===== src/rtl/regfile_pkg.sv =====
// Shared definitions for the multi-port register file: default geometry,
// clear-sequencer states and port slice helper.
package regfile_pkg;

    localparam int unsigned DEF_WIDTH = 32;
    localparam int unsigned DEF_AW    = 5;
    localparam int unsigned DEF_NREAD = 2;

    typedef enum logic {
        IDLE  = 1'b0,
        CLEAR = 1'b1
    } clr_state_e;

    // Low bit of port 'port' inside a flattened bus of 'w'-bit lanes.
    function automatic int unsigned slice_lo(input int unsigned port, input int unsigned w);
        return port * w;
    endfunction

endpackage


===== src/rtl/regfile_clr_seq.sv =====
// Software clear sequencer: walks every entry once, one per cycle, after a
// clr request seen in IDLE.
module regfile_clr_seq
    import regfile_pkg::*;
#(
    parameter int unsigned AW = DEF_AW
) (
    input  logic          clk,
    input  logic          reset,
    input  logic          clr,
    output logic          busy,
    output logic          clr_en,
    output logic [AW-1:0] clr_addr
);

    // One spare bit so the last index is detected without wrapping.
    localparam logic [AW:0] LAST = {1'b0, {AW{1'b1}}};

    clr_state_e    state_q, state_d;
    logic [AW:0]   cnt_q, cnt_d;

    always_ff @(posedge clk or negedge reset) begin
        if (!reset) begin
            state_q <= IDLE;
            cnt_q   <= '0;
        end else begin
            state_q <= state_d;
            cnt_q   <= cnt_d;
        end
    end

    always_comb begin
        state_d = state_q;
        cnt_d   = cnt_q;
        case (state_q)
            IDLE: begin
                if (clr) begin
                    state_d = CLEAR;
                    cnt_d   = '0;
                end
            end
            CLEAR: begin
                if (cnt_q == LAST) begin
                    state_d = IDLE;
                    cnt_d   = '0;
                end else begin
                    cnt_d = cnt_q + 1'b1;
                end
            end
            default: begin
                state_d = IDLE;
                cnt_d   = '0;
            end
        endcase
    end

    assign busy     = (state_q == CLEAR);
    assign clr_en   = busy;
    assign clr_addr = cnt_q[AW-1:0];

endmodule


===== src/rtl/regfile_mp.sv =====
// Parametrised multi-read / single-write register file with registered,
// write-first reads, optional hardwired zero entry and sequenced clear.
module regfile_mp
    import regfile_pkg::*;
#(
    parameter int unsigned WIDTH    = DEF_WIDTH,
    parameter int unsigned AW       = DEF_AW,
    parameter int unsigned NREAD    = DEF_NREAD,
    parameter int unsigned ZERO_REG = 1
) (
    input  logic                   clk,
    input  logic                   reset,
    input  logic                   we,
    input  logic [AW-1:0]          waddr,
    input  logic [WIDTH-1:0]       wdata,
    input  logic [NREAD*AW-1:0]    raddr,
    output logic [NREAD*WIDTH-1:0] rdata,
    input  logic                   clr,
    output logic                   busy
);

    localparam int unsigned DEPTH = 2 ** AW;
    localparam bit          ZR    = (ZERO_REG != 0);

    logic [WIDTH-1:0] mem [DEPTH];
    logic             clr_en;
    logic [AW-1:0]    clr_addr;
    logic             wr_ok;

    regfile_clr_seq #(
        .AW(AW)
    ) u_clr_seq (
        .clk      (clk),
        .reset    (reset),
        .clr      (clr),
        .busy     (busy),
        .clr_en   (clr_en),
        .clr_addr (clr_addr)
    );

    // A clr request in IDLE takes priority over a same-edge write.
    assign wr_ok = we && !busy && !clr && !(ZR && (waddr == '0));

    always_ff @(posedge clk or negedge reset) begin
        if (!reset) begin
            for (int unsigned j = 0; j < DEPTH; j++) begin
                mem[AW'(j)] <= '0;
            end
        end else if (clr_en) begin
            mem[clr_addr] <= '0;
        end else if (wr_ok) begin
            mem[waddr] <= wdata;
        end
    end

    for (genvar gi = 0; gi < NREAD; gi++) begin : g_rd
        localparam int unsigned RLO = slice_lo(gi, AW);
        localparam int unsigned WLO = slice_lo(gi, WIDTH);

        logic [AW-1:0]    ra;
        logic [WIDTH-1:0] rd_d, rd_q;

        assign ra = raddr[RLO +: AW];

        always_comb begin
            rd_d = mem[ra];
            if (busy) begin
                rd_d = '0;
            end else if (ZR && (ra == '0)) begin
                rd_d = '0;
            end else if (wr_ok && (waddr == ra)) begin
                rd_d = wdata;
            end
        end

        always_ff @(posedge clk or negedge reset) begin
            if (!reset) begin
                rd_q <= '0;
            end else begin
                rd_q <= rd_d;
            end
        end

        assign rdata[WLO +: WIDTH] = rd_q;
    end

endmodule


===== config.mk =====
export PLATFORM = sky130hd
export DESIGN_NAME = regfile_mp
export DESIGN_NICKNAME = d
export VERILOG_FILES = /design/src/rtl/regfile_pkg.sv /design/src/rtl/regfile_clr_seq.sv /design/src/rtl/regfile_mp.sv
export SDC_FILE = /design/constraint.sdc
export NUM_CORES = 2
export LEC_CHECK = 0
export ABC_CLOCK_PERIOD_IN_PS = 2300
export BUFFER_PORTS_ARGS = -buffer_cell sky130_fd_sc_hd__buf_4
export CAP_MARGIN = 20
export CELL_PAD_IN_SITES_DETAIL_PLACEMENT = 1
export CELL_PAD_IN_SITES_GLOBAL_PLACEMENT = 1
export CORE_MARGIN = 1.5
export CORE_UTILIZATION = 45
export DETAILED_ROUTE_END_ITERATION = 10
export PLACE_DENSITY_LB_ADDON = 0.1
export SLEW_MARGIN = 5
export SYNTH_ARGS = -nofsm -noshare
export SYNTH_HDL_FRONTEND = slang
export SYNTH_SLANG_ARGS = --single-unit

===== constraint.sdc =====
create_clock -name clk -period 2.3 [get_ports clk]
set_input_delay 0.115 -clock clk [delete_from_list [all_inputs] [get_ports clk]]
set_output_delay 0.115 -clock clk [all_outputs]
set_load 0.02 [all_outputs]

==> results.sh <==
export IMPL_p_int_mw=32.50
export IMPL_status="finished clean"
export IMPL_final_common_cell="dfrtp_1"
export IMPL_power_density_nw_per_um2=654.0
export IMPL_hpwl_um=155000
export IMPL_drt_first_pass_iters=6
export IMPL_vias_per_cell=7.435
export IMPL_p_seq_share_pct=43.9
export IMPL_cts_sinks=1095
export IMPL_cp_start_kind="flip-flop"
export IMPL_yosysUniqueCellTypes=54
export IMPL_io_buffers=115
export IMPL_rrSetupSlack_ns=0.03
export IMPL_worstSetupEndpoint="mem[942]"
export IMPL_yosysWarnings=0
export IMPL_ff2ff_path_depth=5
export IMPL_clk_pin_slew_worst_paths_ns=0.06
export IMPL_netlist_area_um2=55880
export IMPL_grt_pass1_wl_um=364100
export IMPL_die_area_um2=126300
export IMPL_p_comb_share_pct=8.6
export IMPL_final_max_slew_violation_count=0
export IMPL_fp_dieH_um=355.4
export IMPL_vias=46900
export IMPL_timing_hold_ws_ns=0.06568
export IMPL_syn_inst=4369
export IMPL_final_setup_viol_count=0
export IMPL_max_clock_freq_mhz=439.7
export IMPL_rr_endpoint="mem[942]"
export IMPL_clkPwrFrac_pct=47.5
export IMPL_grt_overflow=0
export IMPL_routabilityCongestion=0.8950
export IMPL_synth_enable_flop_cells=0
export IMPL_total_power_mw=43.87
export IMPL_fp_dieW_um=355.4
export IMPL_fin_crit_ns=2.274
export IMPL_switchingPower_mw=11.37
export IMPL_cts_made_buffers=121
export IMPL_syn_avg_cell_area_um2=12.79
export IMPL_crit_path_frequent_cell="buf_4"
export IMPL_ys_async_sr_fraction_pct=100.0
export IMPL_worst_pin_slew_ns=1.071
export IMPL_instances_no_fill=6308
export IMPL_min_path_type="input pin to flip-flop"
export IMPL_critPathRequiredTime_ns=3.01
export IMPL_vdd_drop_max_mv=0.6616
export IMPL_ios=116
export IMPL_finalCritPeriodShare_pct=98.87
export IMPL_initial_core_util_pct=45.26
export IMPL_drt_total_wl_um=255100
export IMPL_num_rows=129
export IMPL_finClkSkew_ns=0.02776
export IMPL_worstPathCellList="or3b_2, buf_4, nor2_4, buf_4, a22o_1"
export IMPL_synthFlopType="dfrtp_1"
export IMPL_utilization_pct=54.32
export IMPL_clkLatencyLatePin_ns=0.79
export IMPL_ys_seq_area_share_pct=49.04
export IMPL_cts_tree="yes"
export IMPL_cts_buffer_depth=3
export IMPL_nNetsFinal=4613
export IMPL_drt_iter0_markers=6000
export IMPL_fin_tns_setup_ns=0
export IMPL_syn_num_nets=4424
export IMPL_slowest_delay_ns=0.55
export IMPL_core_area_um2=123500
export IMPL_h_tree_depth=3
export IMPL_final_cell_mix="dfrtp_1 (1094), a22o_1 (997), mux2i_1 (444)"
export IMPL_rsz0062_at_grt="no"
export IMPL_antenna_found_initial=9
export IMPL_worstPathArrival_ns=2.98
export IMPL_drive_above_1_share_pct=25.42
export IMPL_p_sw_share_pct=25.92
export IMPL_antenna_left=0
export IMPL_nFillCells=12070
export IMPL_critPathLaunch="u_clr_seq.busy"
export IMPL_crit_path_max_fanout=21
export IMPL_power_leakage_nw=30.15
export IMPL_root_buffer="clkbuf_16"
export IMPL_cap_violations=0
export IMPL_end_kind="flip-flop"
export IMPL_hold_viol_final=0
export IMPL_drc=0
export IMPL_ys_ff_latch=1095
export IMPL_grt_max_degree=93
export IMPL_gr_usage_all_layers_pct=40.28
export IMPL_routedWlPerCell_um=40.44
export IMPL_grt_pass1_vias=47460
export IMPL_dpl_cell_count=6022
export IMPL_crit_type="flip-flop to flip-flop"
export IMPL_relSlewSlack_pct=27.83
export IMPL_crit_slowest_cell="or3b_2"
export IMPL_syn_to_final_growth_pct=20.03
export IMPL_reg2reg_from="u_clr_seq.busy"
how the worst min path moves through the flow:
stage	start	depth (start not counted)	slack (ns)	end
final	we	6	0.07	g_rd[1].rd_q[2]
after global routing	we	6	0.09	g_rd[1].rd_q[3]
after CTS	we	6	0.01	g_rd[1].rd_q[2]
after detailed placement	reset	1	0.1	mem[99]
after global placement	reset	1	0.1	mem[99]
after floorplan	reset	0	-0.18	g_rd[0].rd_q[0]
worst max-delay path: cells and delay by family (launching register included):
kind	cells	cell delay (ns)
buffers and inverters	2	0.74
AND/OR/NAND/NOR	2	0.72
flip-flops	1	0.50
AO/OA/AOI/OAI	1	0.24
power by group through the flow:
stage	Combinational, mW	Sequential [mW]	Clock [mW]
detailed placement	3.62	19.6	0
global placement	3.60	19.6	0
finish	3.78	19.3	20.8
CTS	3.70	19.3	21.0
global route	3.89	19.3	21.7
floorplan	1.62	19.6	0
registers in the layout, summed over array words and instances, names as in the netlist:
register / count
mem: 1024
u_clr_seq.cnt_q: 6
u_clr_seq.busy: 1
g_rd.rd_q: 64
routing by layer:
layer / track usage [%] / vias up / wire length (um)
li1: - / 17890 / -
met1: 55.06 / 25050 / 99830
met2: 58.43 / 3180 / 109800
met3: 12.92 / 772 / 32240
met4: 18.38 / 4 / 13240
met5: 0 / - / 25
final cells by class:
cell class | count | area (um^2) | share of cell area [%]
Antenna cell | 6 | 15.01 | 0.02239
Clock buffer | 184 | 3565 | 5.315
Clock inverter | 46 | 641.9 | 0.9570
Inverter | 9 | 35.03 | 0.05223
Multi-Input combinational cell | 2707 | 26630 | 39.71
Sequential cell | 1095 | 27400 | 40.85
Tap cell | 1637 | 2048 | 3.054
Timing Repair Buffer | 624 | 6733 | 10.04
cells in the mapped netlist (all sizes together) (6+ instances only):
library cell / number / share of area (%)
and2: 50 / 0.56
xnor2: 8 / 0.13
o211ai: 9 / 0.13
nor3: 35 / 0.32
nor2: 107 / 0.74
nor2b: 9 / 0.10
nand2: 55 / 0.37
inv: 9 / 0.060
mux4: 307 / 12
a211oi: 6 / 0.081
mux2i: 444 / 8.0
a22o: 997 / 16
a21oi: 171 / 1.5
a31oi: 36 / 0.40
dfrtp: 1095 / 49
o31ai: 10 / 0.13
o21ai: 89 / 0.80
a32oi: 6 / 0.094
o22ai: 99 / 1.1
nand3: 23 / 0.21
clkbuf: 409 / 2.7
buf: 149 / 1.7
o221ai: 191 / 3.0
a32o: 6 / 0.11
nand2b: 6 / 0.067
and3: 9 / 0.11
what timing repair did:
| item | 4_1_cts | 5_1_grt |
|---|---|---|
| setup buffers | 11 | 0 |
| hold buffers | 39 | 0 |
| setup endpoints to repair | 71 | 171 |
| hold endpoints to repair | 2118 | 0 |
| resized for setup | 1 | 5 |
through the flow:
stage,cell area [um^2],setup WS [ns]
CTS,67050,0.009065
global route,67060,0.03399
finish,67070,0.02593
detailed placement,62260,-0.2790
global placement,62240,-0.3508
floorplan,55880,0.1899
kinds of logic after synthesis:
group / Yosys count / synth area share (%)
and+or+nand+nor: 310 / 2.705
muxes: 752 / 20.35
DFF: 1095 / 49.04
xor gates and xnor gates: 12 / 0.1881
buffers and inverters: 567 / 4.485
AOI/OAI and AO/OA: 1629 / 23.15
adders and majority gates: 4 / 0.08957
(Power assumes the default switching activity.)
